$ cat config.mk
export PLATFORM = sky130hd
export DESIGN_NAME = exp_coeff_seq
export DESIGN_NICKNAME = d
export VERILOG_FILES = /design/src/rtl/exp_coeff_seq.sv
export SDC_FILE = /design/constraint.sdc
export NUM_CORES = 1
export LEC_CHECK = 0
export CAP_MARGIN = 20
export CORE_ASPECT_RATIO = 0.8
export CORE_MARGIN = 1
export CORE_UTILIZATION = 35
export DETAILED_ROUTE_END_ITERATION = 16
export GPL_TIMING_DRIVEN = 0
export MAX_ROUTING_LAYER = met4
export PLACE_DENSITY = 0.58
export SYNTH_ARGS = -nofsm -noshare
export SYNTH_HDL_FRONTEND = slang
export SYNTH_SLANG_ARGS = --single-unit
$ cat constraint.sdc
create_clock -name clk -period 7.7 [get_ports clk]
set_input_delay 0.77 -clock clk [delete_from_list [all_inputs] [get_ports clk]]
set_output_delay 0.77 -clock clk [all_outputs]
set_load 0.03 [all_outputs]
$ cat src/rtl/exp_coeff_seq.sv
// -----------------------------------------------------------------------------
// exp_coeff_seq
//
// Reads the Taylor coefficients 1/k! out of coeff_rom from a top index down to
// 0 and streams them to the floating-point Horner MAC. Each beat carries the
// coefficient index and a last flag. A 2-entry FIFO sits between the ROM and
// the MAC so that reads already issued always have somewhere to land when the
// MAC applies backpressure.
//
// Ports
//   clk        in   clock, rising edge
//   rst_n      in   asynchronous reset, active HIGH (1 = reset)
//   start      in   begin a sequence (sampled only in IDLE)
//   num_terms  in   highest coefficient index wanted (sampled with start)
//   busy       out  a sequence is in progress (ISSUE or DRAIN)
//   done       out  one-cycle pulse after the last beat handshakes
//   rom_rd     out  ROM read strobe
//   rom_addr   out  ROM read address (0 whenever rom_rd is low)
//   rom_data   in   ROM data, valid the cycle after rom_rd
//   c_valid    out  coefficient beat valid
//   c_ready    in   MAC accepts the beat
//   c_data     out  coefficient value
//   c_idx      out  coefficient index k
//   c_last     out  high on the beat with c_idx == 0
//   dbg_state  out  current FSM state, for checkers
//
// Handshake: a beat transfers on every rising edge where c_valid && c_ready.
// Once c_valid is raised, c_data/c_idx/c_last stay unchanged and c_valid stays
// high until that transfer happens. c_ready may be driven without regard to
// c_valid.
//
// Timing: start accepted at edge E -> rom_rd in the cycle after E. A read
// issued in cycle t returns ROM data in t+1, which is written into the FIFO at
// the end of t+1, so the beat is presented from t+2. With c_ready held high
// the stream runs at one beat per cycle.
// -----------------------------------------------------------------------------
module exp_coeff_seq #(
  parameter int ADDR_WIDTH = 6,
  parameter int DATA_WIDTH = 32,
  parameter int NUM_COEFF  = 33
) (
  input  logic                  clk,
  input  logic                  rst_n,
  input  logic                  start,
  input  logic [ADDR_WIDTH-1:0] num_terms,
  output logic                  busy,
  output logic                  done,
  output logic                  rom_rd,
  output logic [ADDR_WIDTH-1:0] rom_addr,
  input  logic [DATA_WIDTH-1:0] rom_data,
  output logic                  c_valid,
  input  logic                  c_ready,
  output logic [DATA_WIDTH-1:0] c_data,
  output logic [ADDR_WIDTH-1:0] c_idx,
  output logic                  c_last,
  output logic [1:0]            dbg_state
);

  localparam logic [1:0] S_IDLE  = 2'd0;
  localparam logic [1:0] S_ISSUE = 2'd1;
  localparam logic [1:0] S_DRAIN = 2'd2;
  localparam logic [1:0] S_DONE  = 2'd3;

  localparam logic [ADDR_WIDTH-1:0] TOP_MAX = ADDR_WIDTH'(NUM_COEFF - 1);

  logic [1:0]            state_q, state_d;
  logic [ADDR_WIDTH-1:0] cnt_q, cnt_d;

  // One read can be in flight: the ROM answers the cycle after rom_rd.
  logic                  inflight_q;
  logic [ADDR_WIDTH-1:0] inflight_idx_q;

  logic [DATA_WIDTH-1:0] fifo_data_q [2];
  logic [ADDR_WIDTH-1:0] fifo_idx_q  [2];
  logic                  wr_ptr_q, rd_ptr_q;
  logic [1:0]            count_q;

  logic                  push, pop, credit, rd;
  logic [1:0]            occ_after;
  logic [DATA_WIDTH-1:0] head_data;
  logic [ADDR_WIDTH-1:0] head_idx;

  assign push      = inflight_q;
  assign c_valid   = (count_q != 2'd0);
  assign pop       = c_valid & c_ready;
  assign head_data = fifo_data_q[rd_ptr_q];
  assign head_idx  = fifo_idx_q[rd_ptr_q];

  // Credit counts buffer occupancy plus the read in flight, after this
  // cycle's pop. A read issued now lands next cycle, so it may only go out if
  // fewer than two entries will be held or owed; accounting for the pop keeps
  // the stream at full rate when the MAC is always ready.
  assign occ_after = count_q + {1'b0, inflight_q} - {1'b0, pop};
  assign credit    = (occ_after < 2'd2);
  assign rd        = (state_q == S_ISSUE) && credit;

  always_comb begin
    state_d = state_q;
    cnt_d   = cnt_q;
    case (state_q)
      S_IDLE: begin
        if (start) begin
          state_d = S_ISSUE;
          cnt_d   = (num_terms > TOP_MAX) ? TOP_MAX : num_terms;
        end
      end
      S_ISSUE: begin
        if (rd) begin
          // Address 0 is the final read; the counter never goes below 0.
          if (cnt_q == '0) state_d = S_DRAIN;
          else             cnt_d   = cnt_q - 1'b1;
        end
      end
      S_DRAIN: begin
        if (pop && c_last) state_d = S_DONE;
      end
      default: begin
        state_d = S_IDLE;
      end
    endcase
  end

  always_ff @(posedge clk or posedge rst_n) begin
    if (rst_n) begin
      state_q        <= S_IDLE;
      cnt_q          <= '0;
      inflight_q     <= 1'b0;
      inflight_idx_q <= '0;
    end else begin
      state_q    <= state_d;
      cnt_q      <= cnt_d;
      inflight_q <= rd;
      if (rd) inflight_idx_q <= cnt_q;
    end
  end

  // 2-entry FIFO. Overflow cannot happen because reads are credit-limited.
  always_ff @(posedge clk or posedge rst_n) begin
    if (rst_n) begin
      for (int i = 0; i < 2; i++) begin
        fifo_data_q[i] <= '0;
        fifo_idx_q[i]  <= '0;
      end
      wr_ptr_q <= 1'b0;
      rd_ptr_q <= 1'b0;
      count_q  <= 2'd0;
    end else begin
      if (push) begin
        fifo_data_q[wr_ptr_q] <= rom_data;
        fifo_idx_q[wr_ptr_q]  <= inflight_idx_q;
        wr_ptr_q              <= ~wr_ptr_q;
      end
      if (pop) rd_ptr_q <= ~rd_ptr_q;
      count_q <= count_q + {1'b0, push} - {1'b0, pop};
    end
  end

  // Beat fields are forced to 0 when no beat is presented so idle outputs
  // are clean.
  assign c_data    = c_valid ? head_data : '0;
  assign c_idx     = c_valid ? head_idx  : '0;
  assign c_last    = c_valid && (head_idx == '0);

  assign rom_rd    = rd;
  assign rom_addr  = rd ? cnt_q : '0;
  assign busy      = (state_q == S_ISSUE) || (state_q == S_DRAIN);
  assign done      = (state_q == S_DONE);
  assign dbg_state = state_q;

endmodule
; Word-level counts from Yosys, hierarchy flattened
; Index checks and enable logic that the tools add are counted.
[totals]
ff_bits = 95
input_bits = 42
out_inout_bits = 51
wordCells = 69
[op_classes]
addsub = 3
magnitude_cmp = 5
eq_ne = 8
muxes = 25
bitwise = 5
n_reduce_logical = 12
[op_table]
columns = cell, count
row1 = two-way mux 32 bit, 5
row2 = bitwise mux 64 bit, 1
row3 = two-way mux 6 bit, 10
row4 = demux 32 bit (select 1 bit), 1
row5 = bitwise mux 12 bit, 1
row6 = logical NOT 6 bit, 2
row7 = one-hot mux 6 bit (2 select lines), 1
row8 = two-way mux 2 bit, 4
row9 = != test 2 bit (second input constant), 4
row10 = AND reduction 4 bit, 2
row11 = demux 6 bit (select 1 bit), 1
row12 = greater-than comparator 6 bit (second input constant), 1
row13 = one-hot mux 2 bit (3 select lines), 1
row14 = subtractor 6 x 1 -> 6 bit (second input constant), 1
row15 = equality test 2 bit (second input constant), 2
row16 = greater-or-equal comparator 2 bit (second input constant), 2
row17 = logical AND 1 bit, 4
row18 = NOT 1 -> 2 bit, 2
row19 = nonzero test 2 bit, 2
row20 = adder 2 x 1 -> 2 bit, 1
row21 = equality test 2 x 1 -> 1 bit (second input constant), 1
row22 = logical NOT 2 bit, 1
row23 = less-than comparator 2 x 1 -> 1 bit (second input constant), 1
row24 = less-than comparator 2 bit (second input constant), 1
row25 = other kinds (5), 6

; Logic depth before layout (Yosys ltp)
[logic_depth]
word_depth = 9
depth_mapped = 12

; Least setup slack after synthesis
; OpenSTA, ideal clock, no wires.
[synth_timing]
path_type = reg-to-output
startpoint = register count_q[1]
endpoint = output rom_rd
arrival_time_ns = 2.041
t_required_ns = 6.930
path_slack_ns = 4.889
path_stages_with_launch = 11
cell_sequence = dfrtp_1 > nor2_1 > inv_1 > nand2_1 > inv_1 > ha_1 > inv_1 > ha_1 > xnor3_2 > and2_1 > buf_2
[synth_via]
elab_chain_cells = 5
word_cells_on_any_way = 6
cone_classes = 2 x add/sub / 1 x order compare / 1 x bitwise / 2 x reduce/logical
[synth_rtl]
columns = item, line_no
row1 = start: declaration, 76  ; logic [1:0] count_q;
row2 = start signal: assignment, 154  ; count_q <= count_q + {1'b0, push} - {1'b0, pop};
row3 = nonzero test 2 bit, 84  ; assign c_valid = (count_q != 2'd0);
row4 = named net c_valid, 51  ; output logic c_valid,
row5 = AND 1 bit, 85  ; assign pop = c_valid & c_ready;
row6 = named net pop, 78  ; logic push, pop, credit, rd;
row7 = subtractor 2 x 1 -> 2 bit, 93  ; assign occ_after = count_q + {1'b0, inflight_q} - {1'b0, pop};
row8 = less-than comparator 2 bit, 94  ; assign credit = (occ_after < 2'd2);
row9 = logical AND 1 bit, 95  ; assign rd = (state_q == S_ISSUE) && credit;
row10 = end: declaration, 48  ; output logic rom_rd,
; The timed path passes the listed nets, and every way through them passes these cells.

; Worst setup path in the final report
[layout_timing]
startpoint = input c_ready
endpoint = output rom_rd
[layout_via]
elab_chain_cells = 4
[layout_rtl]
columns = item, line_no
row1 = start: declaration, 52  ; input logic c_ready,
row2 = AND 1 bit, 85
row3 = named net pop, 78
row4 = subtractor 2 x 1 -> 2 bit, 93
row5 = less-than comparator 2 bit, 94
row6 = logical AND 1 bit, 95
; The timed path passes the listed nets, and every way through them passes these cells.

==> flow_summary_export.csv <==
group,metric,value,unit
critical_path,rrSetupSlack,4.84,ns
yosys,synth_top_cell_by_area,"dfrtp_1",
timing,fin_crit_sh,53.5,%
yosys,syn-instance-count,362,
timing,final-hold-violation-count,0,
yosys,syn-num-nets,413,
yosys,ys_seq_elements,95,
yosys,synthTopCellsByCount,"dfrtp_1, mux2_2, nor2_1",
pwr,p_leak,2.65,nW
drt,antenna_left,0,
drt,wl_per_cell,15.6,um
yosys,synth.most_common_cell,"dfrtp_1",
yosys,synth_warnings,0,
critical_path,worstPathCellList,"clkdlybuf4s50_1 -> nand2_1 -> inv_1 -> ha_1 -> inv_1 -> ha_1 -> xnor3_2 -> and2_1 -> buf_2 -> clkdlybuf4s50_1",
placement,hpwl,7230,um
cts,cts_tree,"built",
yosys,asyncSetResetFlopFracSynth,100,%
hold_path,min_from,"wr_ptr_q",
drt,drt_iter0_drc,177,
cts,clkSinkCount,95,
timing,maxSlewHeadroom,49.8,%
drt,via_count,3132,
critical_path,cp_max_fo,10,
pwr,power_switching,1.25,mW
cts,hold_buffers,0,
floorplanning,rows,36,
grt,track_usage,16.8,%
cells_and_area,n_antenna_cell,0,
placement,portBuffers,92,
critical_path,slowest_delay,0.71,ns
cts,h-tree-depth,3,
timing,rsz0062_at_grt,"false",
timing,finalClockSkew,0.00419,ns
yosys,synth_edf_count,0,
cells_and_area,flow.area_growth_from_synthesis,32.8,%
floorplanning,coreArea,12300,um^2
floorplanning,dieArea,13300,um^2
grt,grt_overflow,0,
cts,insertion_delay,0.33,ns
critical_path,reg2reg_depth,12,
timing,holdWs,0.493,ns
timing,setup_violations,0,
hold_path,hold_path.class,"flop to flop",
pwr,switching_share,40.7,%
cells_and_area,drive_above_1_share,24.2,%
critical_path,criticalPathCategory,"input port to output pin",
floorplanning,start_util,36.5,%
floorplanning,num_io_pins,93,
pwr,power.share.sequential,29.3,%
outcome,status,"complete, no violations",
pwr,clkPwrFrac,15.0,%
cts,postCtsSetupBuffers,0,
yosys,synth_top_area_share,52.8,%
grt,grt_pass1_vias,3146,
pwr,p_per_area,514,nW/um^2
floorplanning,die_h,103,um
critical_path,start_kind,"input port",
critical_path,cp_slowest_cell,"clkdlybuf4s50_1",
critical_path,critPathRequiredTime,6.93,ns
cells_and_area,final_nets,517,
cts,numCtsBuffers,9,
timing,fmax,0.243,GHz
timing,tns,0,ns
placement,gp_congestion,0.847,
hold_path,whs_path_depth,1,
drt,firstDrtPassIters,4,
pwr,combPwrFrac,55.7,%
yosys,ys_top_cells_by_area,"dfrtp_1, mux2_2, mux2i_1, nor2_1, ha_1",
critical_path,r2r-start,"count_q[1]",
pwr,ir_drop,0.000263,V
drt,routed_via_density,4.88,
yosys,synth_ff_type,"dfrtp_1",
flow_run,maxCapViolations,0,
critical_path,r2r-end,"cnt_q[5]",
drt,drc,0,
cts,cts-root-buf,"clkbuf_16",
yosys,syn_avg_cell_area,12.4,um^2
critical_path,end_kind,"output pin",
cts,clock_path_buffers,2,
hold_path,min_to,"wr_ptr_q",
cts,path_clk_slew,0.06,ns
floorplanning,die_w,129,um
drt,routed_wl,10000,um
yosys,ys_types,36,
grt,grt_max_degree,55,
timing,finalMaxSlewViolations,0,
grt,antenna_found_initial,0,
cts,cts_resized,0,
timing,post-route-min-period,4.12,ns
critical_path,cp.arrival,3.35,ns
timing,worst_pin_slew,0.753,ns
grt,grt_pass1_wl,16300,um
pwr,p_int,1.82,mW
yosys,ys_seq_area_share,52.8,%
yosys,syn_area,4500,um^2
==> how the worst max path moves through the flow <==
| stage | startpoint | to | slack [ns] |
|---|---|---|---|
| floorplan | rst_n | cnt_q[0] | 4.45 |
| global placement | rst_n | fifo_data_q[25] | 3.02 |
| detailed placement | c_ready | rom_rd | 3.60 |
| CTS | c_ready | rom_rd | 3.57 |
| global route | c_ready | rom_rd | 3.49 |
| finish | c_ready | rom_rd | 3.58 |
==> cells in the final DEF (no fill, tap or decap), types with 2 or more instances in the layout <==
master,count
o21ai_0,2
ha_1,9
nand2b_1,2
a32o_1,2
nor4_1,2
nor3b_1,2
inv_1,11
buf_2,10
clkinv_2,4
bufinv_16,2
nor4b_1,2
clkbuf_16,9
and3_1,7
nor3_1,5
mux2i_1,40
nand2_1,7
mux2_2,83
nor2b_1,3
clkbuf_1,10
nand3_1,2
nor2_1,44
clkdlybuf4s50_1,92
dfrtp_1,95
a21oi_1,7
==> worst max-delay path, delay by kind of cell <==
kind / cells / cell delay [ns]
buf+inv: 5 / 1.47
xor+xnor: 1 / 0.34
simple gates: 2 / 0.32
fa+ha+maj: 2 / 0.44
==> metal layers <==
layer  global-route usage (%)  wire (um)  up-vias
met3                     3.55        457        7
met1                     21.3       4710     1566
met2                     27.0       4770       91
met5                        -          0        -
met4                     5.16        101        0
li1                         -          -     1468
==> sequential cells by signal, summed over array words and instances (netlist names) <==
signal	flops
fifo_data_q	64
fifo_idx_q	12
cnt_q	6
inflight_idx_q	6
count_q	2
dbg_state	2
inflight_q	1
rd_ptr_q	1
wr_ptr_q	1
==> final cells by class <==
cell class / instances / area [um^2]
flip-flops and latches: 95 / 2380
repair buffers: 93 / 948
plain buffers: 20 / 87.6
well taps: 171 / 214
clock buffers: 9 / 225
clock inverters: 7 / 87.6
fillers: 1124 / 6360
multi-input cells: 234 / 1990
inverters: 13 / 51.3
==> cells by family (layout without fill, tap and decap cells) <==
kind of cell,count (synthesis),after routing,synth area share (%)
flip-flops,95,95,52.8
XOR/XNOR,3,3,0.917
buffers and inverters,33,142,3.03
AO/OA/AOI/OAI,18,18,2.58
adder cells (fa/ha/maj),9,9,2.50
AND/OR/NAND/NOR,80,80,8.31
multiplexers,124,124,29.9
==> metrics by stage <==
stage	utilization [%]	worst slack [ns]	cell area [um^2]	std cells	power, mW
6_report	48.5	3.58	5980	642	3.08
5_1_grt	48.5	3.49	5980	642	3.28
2_1_floorplan	-	4.45	4500	362	2.03
3_5_place_dp	45.9	3.60	5670	626	2.64
3_3_place_gp	45.7	3.02	5640	625	2.61
4_1_cts	48.5	3.57	5980	642	3.12
==> power groups by stage <==
stage / clock network (mW) / logic, mW / registers (mW)
3_5_place_dp: 0 / 1.73 / 0.911
2_1_floorplan: 0 / 1.16 / 0.874
3_3_place_gp: 0 / 1.71 / 0.899
5_1_grt: 0.505 / 1.84 / 0.938
4_1_cts: 0.480 / 1.73 / 0.903
6_report: 0.462 / 1.71 / 0.902
Power figures use the tool's default switching activity.
